===== config.mk =====
export PLATFORM = sky130hd
export DESIGN_NAME = video_modesync
export DESIGN_NICKNAME = d
export VERILOG_FILES = /design/src/rtl/video_mode_pkg.sv /design/src/rtl/video_mode_lut.sv /design/src/rtl/video_modesync.sv
export SDC_FILE = /design/constraint.sdc
export NUM_CORES = 1
export LEC_CHECK = 0
export CAP_MARGIN = 20
export CORE_MARGIN = 4
export CORE_UTILIZATION = 60
export CTS_BUF_LIST = sky130_fd_sc_hd__clkbuf_2
export CTS_CLUSTER_DIAMETER = 150
export DETAILED_ROUTE_END_ITERATION = 6
export MAX_ROUTING_LAYER = met4
export PLACE_DENSITY = 0.85
export RECOVER_POWER = 25
export SKIP_CTS_REPAIR_TIMING = 1
export SYNTH_ARGS = -nofsm -noshare
export SYNTH_HDL_FRONTEND = slang
export SYNTH_SLANG_ARGS = --single-unit
export TNS_END_PERCENT = 10

===== constraint.sdc =====
create_clock -name clk -period 2.3 [get_ports clk]
set_input_delay 0.345 -clock clk [delete_from_list [all_inputs] [get_ports clk]]
set_output_delay 0.345 -clock clk [all_outputs]
set_load 0.02 [all_outputs]

===== src/rtl/video_mode_pkg.sv =====
// Shared definitions for the video mode decode/commit path: mode-vector layout,
// reset (ZX) vector, commit FSM states and Z80-side mode codes.
package video_mode_pkg;

    localparam int unsigned ModeW = 11;

    localparam int unsigned IdxAtmNPent = 0;
    localparam int unsigned IdxZx       = 1;
    localparam int unsigned IdxP16c     = 2;
    localparam int unsigned IdxPHmclr   = 3;
    localparam int unsigned IdxAHmclr   = 4;
    localparam int unsigned IdxA16c     = 5;
    localparam int unsigned IdxAText    = 6;
    localparam int unsigned IdxATxt1p   = 7;
    localparam int unsigned IdxPixf14   = 8;
    localparam int unsigned IdxBwLo     = 9;
    localparam int unsigned IdxBwHi     = 10;

    // ZX decode: only the zx flag set, bandwidth 1/8
    localparam logic [ModeW-1:0] ModeReset = 11'h002;

    typedef enum logic [1:0] {
        StIdle,
        StSettle,
        StArmed,
        StBlank
    } state_e;

    localparam logic [2:0] AtmPent   = 3'b011;
    localparam logic [2:0] AtmHmclr  = 3'b010;
    localparam logic [2:0] Atm16c    = 3'b000;
    localparam logic [2:0] AtmText   = 3'b110;
    localparam logic [2:0] AtmText1p = 3'b111;

    localparam logic [1:0] PentZx    = 2'b00;
    localparam logic [1:0] PentHmclr = 2'b01;
    localparam logic [1:0] Pent16c   = 2'b10;
    localparam logic [1:0] PentZxAlt = 2'b11;

endpackage


===== src/rtl/video_mode_lut.sv =====
// Combinational decode of pent_vmode/atm_vmode into the packed mode vector.
module video_mode_lut
    import video_mode_pkg::*;
(
    input  logic [1:0]       pent_vmode,
    input  logic [2:0]       atm_vmode,
    output logic [ModeW-1:0] mode
);

    logic atm_mode;
    logic pent_mode;

    always_comb begin
        atm_mode  = (atm_vmode == AtmHmclr) || (atm_vmode == Atm16c) ||
                    (atm_vmode == AtmText)  || (atm_vmode == AtmText1p);
        // undefined atm codes fall back to pent modes
        pent_mode = !atm_mode;

        mode                   = '0;
        mode[IdxAtmNPent]      = atm_mode;
        mode[IdxZx]            = pent_mode &&
                                 ((pent_vmode == PentZx) || (pent_vmode == PentZxAlt));
        mode[IdxP16c]          = pent_mode && (pent_vmode == Pent16c);
        mode[IdxPHmclr]        = pent_mode && (pent_vmode == PentHmclr);
        mode[IdxAHmclr]        = (atm_vmode == AtmHmclr);
        mode[IdxA16c]          = (atm_vmode == Atm16c);
        mode[IdxAText]         = (atm_vmode == AtmText) || (atm_vmode == AtmText1p);
        mode[IdxATxt1p]        = (atm_vmode == AtmText1p);
        mode[IdxPixf14]        = (atm_vmode == AtmHmclr) || (atm_vmode == AtmText) ||
                                 (atm_vmode == AtmText1p);
        mode[IdxBwHi:IdxBwLo]  = (pent_mode && (pent_vmode != Pent16c)) ? 2'b00 : 2'b01;
    end

endmodule


===== src/rtl/video_modesync.sv =====
// Debounces the decoded video mode and commits it only at a frame boundary,
// optionally forcing a few blank frames after each switch.
module video_modesync
    import video_mode_pkg::*;
#(
    parameter int unsigned STABLE_CYCLES = 4,
    parameter int unsigned BLANK_FRAMES  = 1
) (
    input  logic       clk,
    input  logic       rst_n,
    input  logic [1:0] pent_vmode,
    input  logic [2:0] atm_vmode,
    input  logic       frame_start,
    output logic       mode_atm_n_pent,
    output logic       mode_zx,
    output logic       mode_p_16c,
    output logic       mode_p_hmclr,
    output logic       mode_a_hmclr,
    output logic       mode_a_16c,
    output logic       mode_a_text,
    output logic       mode_a_txt_1page,
    output logic       mode_pixf_14,
    output logic [1:0] mode_bw,
    output logic       mode_blank,
    output logic       mode_changed,
    output logic       mode_pending
);

    localparam logic [7:0] ScntLast = 8'(STABLE_CYCLES - 1);
    localparam logic [3:0] FcntInit = (BLANK_FRAMES == 0) ? 4'd0 : 4'(BLANK_FRAMES - 1);

    logic [ModeW-1:0] lut_mode;
    logic [ModeW-1:0] req_q, req_prev_q;
    logic [ModeW-1:0] active_q, active_d;
    logic [ModeW-1:0] pend_q, pend_d;
    logic [7:0]       scnt_q, scnt_d;
    logic [3:0]       fcnt_q, fcnt_d;
    logic             changed_q, commit;
    state_e           state_q, state_d;

    video_mode_lut u_lut (
        .pent_vmode (pent_vmode),
        .atm_vmode  (atm_vmode),
        .mode       (lut_mode)
    );

    always_ff @(posedge clk or negedge rst_n) begin
        if (!rst_n) begin
            req_q      <= ModeReset;
            req_prev_q <= ModeReset;
            active_q   <= ModeReset;
            pend_q     <= ModeReset;
            scnt_q     <= '0;
            fcnt_q     <= '0;
            changed_q  <= 1'b0;
            state_q    <= StIdle;
        end else begin
            req_q      <= lut_mode;
            req_prev_q <= req_q;
            active_q   <= active_d;
            pend_q     <= pend_d;
            scnt_q     <= scnt_d;
            fcnt_q     <= fcnt_d;
            changed_q  <= commit;
            state_q    <= state_d;
        end
    end

    always_comb begin
        state_d  = state_q;
        scnt_d   = scnt_q;
        fcnt_d   = fcnt_q;
        active_d = active_q;
        pend_d   = pend_q;
        commit   = 1'b0;
        unique case (state_q)
            StIdle: begin
                if (req_q != active_q) begin
                    state_d = StSettle;
                    scnt_d  = '0;
                end
            end
            StSettle: begin
                if (req_q == active_q) begin
                    state_d = StIdle;
                end else if (req_q != req_prev_q) begin
                    scnt_d = '0;
                end else if (scnt_q == ScntLast) begin
                    state_d = StArmed;
                    pend_d  = req_q;
                end else begin
                    scnt_d = scnt_q + 8'd1;
                end
            end
            StArmed: begin
                // a changed request beats a coincident frame_start
                if (req_q == active_q) begin
                    state_d = StIdle;
                end else if (req_q != pend_q) begin
                    state_d = StSettle;
                    scnt_d  = '0;
                end else if (frame_start) begin
                    active_d = pend_q;
                    commit   = 1'b1;
                    if (BLANK_FRAMES > 0) begin
                        state_d = StBlank;
                        fcnt_d  = FcntInit;
                    end else begin
                        state_d = StIdle;
                    end
                end
            end
            StBlank: begin
                if (frame_start) begin
                    if (fcnt_q == 4'd0) state_d = StIdle;
                    else                fcnt_d  = fcnt_q - 4'd1;
                end
            end
            default: state_d = StIdle;
        endcase
    end

    assign mode_atm_n_pent  = active_q[IdxAtmNPent];
    assign mode_zx          = active_q[IdxZx];
    assign mode_p_16c       = active_q[IdxP16c];
    assign mode_p_hmclr     = active_q[IdxPHmclr];
    assign mode_a_hmclr     = active_q[IdxAHmclr];
    assign mode_a_16c       = active_q[IdxA16c];
    assign mode_a_text      = active_q[IdxAText];
    assign mode_a_txt_1page = active_q[IdxATxt1p];
    assign mode_pixf_14     = active_q[IdxPixf14];
    assign mode_bw          = active_q[IdxBwHi:IdxBwLo];
    assign mode_blank       = (state_q == StBlank);
    assign mode_changed     = changed_q;
    assign mode_pending     = (state_q == StSettle) || (state_q == StArmed);

endmodule

==> impl_results.md, run 1 <==
* Cells after synthesis at about 240
* Main synth FF type: dfrtp_1
* CTS Buf Count at 5
* Max_cap viols at 0
* HP Class: flop to flop
* DIE AREA at 0.00578 mm2
* Via Count at between 1500 and 2000
* Starting Density at roughly 63%
* Diode count at 0
* Final wirelength at between 4 and 5 mm
* Post-placement setup slack at between 0.15 and 0.2 ns
* Clock latency on the worst-skew pair at 0.43 ns
* Slew headroom at 12.2%
* Cell Rows at 24
* Total Routing Usage GR at a little under a fifth
* R2R setup slack at about 0.16 ns
* Worst setup SP type: flop
* Synth async-reset ratio at 100%
* Share of Yosys cell area claimed by the top area cell type at approximately 46%
* Post-synth EDFFs at 0
* IO buf count at 20
* Critical path peak fanout at 6
* Vias/cell at between 5 and 6
* Final WS setup at approximately 0.16 ns
* Die Y at 76.0 um
* Crit. Startpoint: req_q[4]$_DFF_PN0_
* Post-Syn Area at ~0.0028 mm2
* First-pass GRT wire length at approximately 8.4 mm
* Drt first-iter violations at between 100 and 150
* Fin util at 72.0%
* Peak Freq at between 0.4 and 0.5 GHz
* Seq/Total Area, Yosys at approximately 50%
* Most common cell after layout, fill and taps aside: dfrtp_1
* Synth top area cells: dfrtp_1 46%, mux2_1 6.9%, xor2_1 6.3%
* Tcrit/Tclk final at 93.2%
* Period minus WS final at roughly 2.1 ns
* Layout cells sized above 1 at approximately 14%
* Initial antenna violation count at 0
* Clock skew at 0.00586 ns
* CTS HTree Levels at 2
* Initial DRT Pass Iterations at 4
* Max clock buf depth at 2
* RSZ-0062 raised after global routing: no
* Chip width at approximately 76 um
* Syn-to-layout area delta at 14.5%
* # fillers at approximately 330
* Synthesized area per cell at 11.7 um2
* Most frequent cells in the layout: 50 x dfrtp_1, 20 x xor2_1, 17 x mux2_1, 17 x clkdlybuf4s50_1, 15 x inv_1
* TritonCTS clock tree: built
* DP Wirelength at 3.63 mm
* Library cells used by synthesis at just under 50
* CP arrival at approximately 2.5 ns
* Leakage Power at about 0.0015 uW
* Synth Register Bits at 55
* Largest net degree at the start of global routing at 56
* Core area at between 0.004 and 0.005 mm2
* GRT overflow at 0
* Gp weighted congestion at between 0.8 and 0.9
* Worst-margin pin slew at 1.32 ns
* VDD IR max at between 0.0004 and 0.0005 V
* Critical path type: flop to flop
* Final slew viol count at 0
* Worst r2r src: req_q[4]$_DFF_PN0_
* # DRC at 0
* Final setup fails at 0
* Detail Route Antenna Nets at 0
* CP endpoint kind: flop
* Clk root buf: clkbuf_2
* Synth Warn # at 0
* PD cells at roughly 710 mW/mm2
* Synth area leader: dfrtp_1
* Number of global-route vias before repair at between 1500 and 2000
* Final Hold Viols at 0
* Io pins at 22
* Hold path start: req_q[1]$_DFF_PN1_
* Synthesized Nets at about 260
* Nets at between 200 and 300
* WL/cell at around 15 um
* CP required at about 2.7 ns
* Status: completed
* Clk slew on worst S/H paths at around 0.25 ns
* CTS Sinks at 55
-- cell type report --
type	instances	area, um2	share of cell area, %
clock buffers	6	30.0	0.945
clock inverters	2	60.1	1.89
inverters	15	56.3	1.77
multi-input cells	163	1320	41.4
flip-flops and latches	55	1380	43.5
well taps	52	65.1	2.05
repair buffers	29	268	8.43
-- synth_stat cells, drive strengths merged, types with 2 or more instances --
cell,number
dfrtp,51
mux2,22
xor2,20
inv,15
ha,11
xnor2,10
nand2,9
nand4,9
o21ai,8
nor2,7
nor4,7
and2,6
nand3,5
buf,4
dfstp,4
nand2b,4
nor3,4
and3,3
nand3b,3
nor3b,3
o211ai,3
a21oi,2
and4,2
mux2i,2
o21a,2
o31ai,2
or2,2
or3,2
-- sequential cells by signal, summed over array words and instances, names as in the netlist --
register      cells
active_q         10
fcnt_q            4
mode_changed      1
pend_q           10
req_prev_q       10
req_q            10
scnt_q            8
state_q           2
-- worst paths after layout --
kind | end | cells after the start
setup reg to reg | scnt_q[6]$_DFFE_PN0P_ | 6
hold / removal | req_prev_q[1]$_DFF_PN1_ | 0
max in group asynchronous | state_q[1]$_DFFE_PN0P_ | 3
setup / recovery | scnt_q[6]$_DFFE_PN0P_ | 6
hold reg to reg | req_prev_q[1]$_DFF_PN1_ | 0
min in group asynchronous | fcnt_q[0]$_DFFE_PN0P_ | 3
-- metal layers --
metal,track usage [%],wire (um),vias to the layer above
li1,-,-,910
met1,23.2,2310,889
met2,29.3,2380,36
met3,3.66,162,8
met4,5.52,65,0
met5,-,0,-
-- logic make-up after synthesis --
family          count (synthesis)  share of synthesized area (%)
other cells                     1                          0.135
buf+inv                        20                           3.07
fa+ha+maj                      11                           4.96
flops                          55                           49.8
compound gates                 27                           6.94
mux                            24                           9.65
simple gates                   70                           16.0
xor+xnor                       30                           9.47
-- power breakdown --
group / internal [uW] / total, uW / switching [uW] / leakage (uW)
Clock: 297 / 586 / 289 / 0.0000532
Combinational: 253 / 574 / 320 / 0.000770
Sequential: 1030 / 1090 / 57.4 / 0.000725
-- worst max-delay path, stage by stage (launching register included) --
cell	delay, ns
dfrtp_1	0.51
xor2_1	0.18
nor4_2	0.42
and4_1	0.31
nand4b_2	0.20
or3_1	0.40
o211ai_1	0.08
-- through the flow --
stage                     area [um2]  total power (uW)  hold WS, ns  cells  TNS [ns]
after floorplan                 2780              1490       0.0494    238         0
after global placement          3080              1660        0.360    313         0
after detailed placement        3080              1680        0.361    313         0
after CTS                       3170              2260       -0.158    321   -0.0854
after global routing            3180              2380        0.436    322         0
final                           3180              2250        0.432    322         0
(Power assumes the default switching activity.)
==> inputs of run 2 (changes only) <==
- ABC_AREA: unset -> 1
- CTS_BUF_LIST: sky130_fd_sc_hd__clkbuf_2 -> sky130_fd_sc_hd__clkbuf_8
- PLACE_DENSITY: 0.85 -> 0.84
- SYNTH_HIERARCHICAL: unset -> 1
==> run 2 against run 1 <==
Net effect: final cell count is 53% higher; wire length is 24% higher; setup slack better by 0.024 ns; utilization is 1.1 points lower; sequential share of layout area is 3.1 points lower; global-route usage is 3.8 points higher; largest cell class unchanged; register-to-register slack better by 0.32 ns; largest power group unchanged; via count is 36% higher; sequential cell count is 4 higher; non-clock buffer count is 6 lower; maximum frequency is 1.1% higher; total power is 13% higher.
==> impl_results.md, run 2 <==
* Worst R2R End: pend_q[10]$_DFFE_PN0P_
* Largest net degree at the start of global routing at 38 (-32%)
* Fin util at 70.9% (-1.1 points)
* CTS Buf Count at 9 (+4)
* # fillers at 401 (+22%)
* Status: completed
* Total power at 2550 uW (+13%)
* Critical path peak fanout at 5 (-1)
* Comb pwr share at 22.2% (-3.3 points)
* CTS Sinks at 59 (+7.3%)
* Post-synth EDFFs at 0 (unchanged)
* Chip width at 81.4 um (+7.1%)
* Via Count at 2508 (+36%)
* DIE AREA at 0.00662 mm2 (+15%)
* CTS HTree Levels at 3 (+1)
* # DRC at 0 (unchanged)
* Max_cap viols at 0 (unchanged)
* Starting Density at 62.5% (-0.41 points)
* CP required at 1.96 ns (-0.72 ns)
* Die Y at 81.4 um (+7.1%)
* Layout cells sized above 1 at 17.5% (+3.4 points)
* Max clock buf depth at 2 (unchanged)
* IO buf count at 21 (+5.0%)
* Main synth FF type: dfrtp_1
* WL/cell at 12.3 um (-19%)
* Peak Freq at 0.472 GHz (+1.1%)
* Leakage Power at 0.00185 uW (+19%)
* Slew headroom at 14.7% (+2.5 points)
* Crit. Startpoint: state_q[0]$_DFFE_PN0P_
* Met3 routed WL at 305 um (+88%)
* Clock latency on the worst-skew pair at 0.34 ns (-0.09 ns)
* Vias/cell at 5.09 (-11%)
* Seq pwr share at 46.2% (-2.2 points)
* Psw at 788 uW (+18%)
* TritonCTS clock tree: built
* Nets at 438 (+52%)
* Cell Rows at 26 (+8.3%)
* Crit-path max cell delay at 0.59 ns (+0.08 ns)
* Switching share of power at 30.9% (+1.3 points)
* Critical-path cell list: inv_1 -> ha_1 -> clkdlybuf4s50_1
* Synth top area cells: dfrtp_1 43%, nand2_1 15%, inv_1 5.8%
* VDD IR max at 0.000512 V (+23%)
* Worst r2r src: req_q[1]$_DFF_PN1_
* Synthesized Nets at 409 (+59%)
* Tcrit/Tclk final at 92.2% (-1.0 points)
* Clk slew on worst S/H paths at 0.07 ns (-0.18 ns)
* Final slew viol count at 0 (unchanged)
* DP Wirelength at 4.56 mm (+26%)
* Drt first-iter violations at 138 (-6.8%)
* Routed met2 length at 2.88 mm (+21%)
* Most frequent cells in the layout: 130 x nand2_1, 55 x dfrtp_1, 54 x inv_1
* Detail Route Antenna Nets at 0 (unchanged)
* Synthesized area per cell at 8.28 um2 (-29%)
* Number of global-route vias before repair at 2452 (+34%)
* Initial DRT Pass Iterations at 4 (unchanged)
* First-pass GRT wire length at 10.7 mm (+28%)
* RSZ-0062 raised after global routing: no
* Hold slack final at 0.264 ns (-0.168 ns)
* Synth async-reset ratio at 100% (unchanged)
* HP Class: input pin to async pin
* CP endpoint kind: primary output
* End point of the critical path: mode_pending
* Share of Yosys cell area claimed by the top area cell type at 42.6% (-3.4 points)
* Slowest CP cell: clkdlybuf4s50_1
* Pint at 1760 uW (+11%)
* Core area at 0.00517 mm2 (+17%)
* CP arrival at 1.78 ns (-0.74 ns)
* Diode count at 0 (unchanged)
* Final setup fails at 0 (unchanged)
* Synth Register Bits at 59 (+7.3%)
* Top cells by count, synth: 130 x nand2_1, 55 x dfrtp_1, 50 x inv_1, 18 x nand3_1, 17 x nor2_1
* Syn-to-layout area delta at 13.5%
* Synth Warn # at 6 (+6)
* Seq/Total Area, Yosys at 45.9% (-3.9 points)
* Metal-1 WL at 2.77 mm (+20%)
* Critical path type: flop to primary output
* Clk root buf: clkbuf_8
* Post-Syn Area at 0.00323 mm2 (+16%)
* Synth area leader: dfrtp_1
* Total Routing Usage GR at 22.0% (+3.8 points)
* Cells after synthesis at 390 (+64%)
* Cell with the most instances after synthesis: nand2_1
* Worst-margin pin slew at 1.28 ns (-0.0380 ns)
* Initial antenna violation count at 0 (unchanged)
* R2R setup slack at 0.48 ns (+0.32 ns)
* PD cells at 695 mW/mm2 (-1.7%)
* Library cells used by synthesis at 32 (-35%)
* Final Hold Viols at 0 (unchanged)
* GRT overflow at 0 (unchanged)
* Worst setup SP type: flop
* Setup_tns at 0 ns (unchanged)
* Period minus WS final at 2.12 ns (-0.0241 ns)
* Worst reg2reg path depth at 8 (+2)
* Most common cell after layout, fill and taps aside: nand2_1
* Gp weighted congestion at 0.863 (+5.0%)
* Clock group share of total power at 31.6% (+5.5 points)
* Final wirelength at 6.09 mm (+24%)
* Top layer in use: met4
* Clock skew at 0.00968 ns (+0.00382 ns)
* Io pins at 22 (unchanged)
[run 2: cell types whose count changed in the layout (fill, tap and decap cells not counted), sizes merged, moves of 4 or more]
| cell | previous run | this run |
|---|---|---|
| nand3 | 5 | 19 |
| dfrtp | 51 | 55 |
| nand2b | 4 | 0 |
| clkbuf | 7 | 12 |
| o21ai | 8 | 25 |
| and2 | 6 | 0 |
| inv | 15 | 63 |
| nor2 | 7 | 25 |
| nand2 | 9 | 147 |
| buf | 8 | 2 |
| nor4 | 7 | 2 |
| xor2 | 20 | 10 |
| mux2 | 22 | 0 |
[run 2: power groups by stage]
stage               registers [uW]  clock network [uW]  logic, uW
global placement              1190                   0        560
floorplan                     1180                   0        422
global route                  1190                 863        656
finish                        1180                 805        566
CTS                           1180                 821        575
detailed placement            1200                   0        572
[run 2: area by class of cell]
cell class                      instances  area (um2)  area share (%)
Inverter                               59         221            6.04
Sequential cell                        59        1480            40.4
Tap cell                               70        87.6            2.39
Multi-Input combinational cell        267        1480            40.3
Clock inverter                          4        15.0           0.409
Timing Repair Buffer                   23         231            6.31
Clock buffer                           11         151            4.13
[run 2: routing by layer]
layer  vias up  track usage (%)
met5         -                -
li1       1259                -
met2        61             34.0
met4         0             10.1
met1      1176             27.3
met3        12             5.21
[run 2: cells by family (layout without fill, tap and decap cells)]
kind of cell / count (synthesis) / in the layout / share of synthesized area, %
AOI/OAI and AO/OA: 29 / 29 / 6.43
xor gates and xnor gates: 19 / 19 / 5.15
adders and majority gates: 11 / 11 / 4.26
buffers and inverters: 64 / 97 / 8.37
DFF: 59 / 59 / 45.9
other: 1 / 1 / 0.116
and+or+nand+nor: 207 / 207 / 29.8
[run 2: critical path: cells and delay by family (launching register included)]
kind / cells / cell delay (ns)
adders and majority gates: 1 / 0.29
buffers and inverters: 2 / 0.70
DFF: 1 / 0.44
[run 2: worst min path at each step]
stage | endpoint | slack, ns | startpoint | cells after the start
final | active_q[8]$_DFFE_PN0P_ | 0.26 | rst_n | 1
after global routing | active_q[8]$_DFFE_PN0P_ | 0.37 | rst_n | 1
after CTS | active_q[8]$_DFFE_PN0P_ | -0.0008 | rst_n | 1
after detailed placement | active_q[8]$_DFFE_PN0P_ | 0.36 | rst_n | 1
after global placement | active_q[8]$_DFFE_PN0P_ | 0.36 | rst_n | 1
after floorplan | active_q[0]$_DFFE_PN0P_ | 0.05 | rst_n | 0
[run 2: through the flow]
stage               cells  cell area [um2]  setup slack (ns)
floorplan             390             3230             0.710
global placement      478             3500             0.499
detailed placement    478             3500             0.497
CTS                   493             3670             0.159
global route          493             3670             0.100
finish                493             3670             0.180
==> inputs of run 3 (changes only) <==
- CTS_CLUSTER_SIZE: unset -> 16
==> results of run 3 <==
No change in the layout: final DEF, timing and power equal those of run 2.
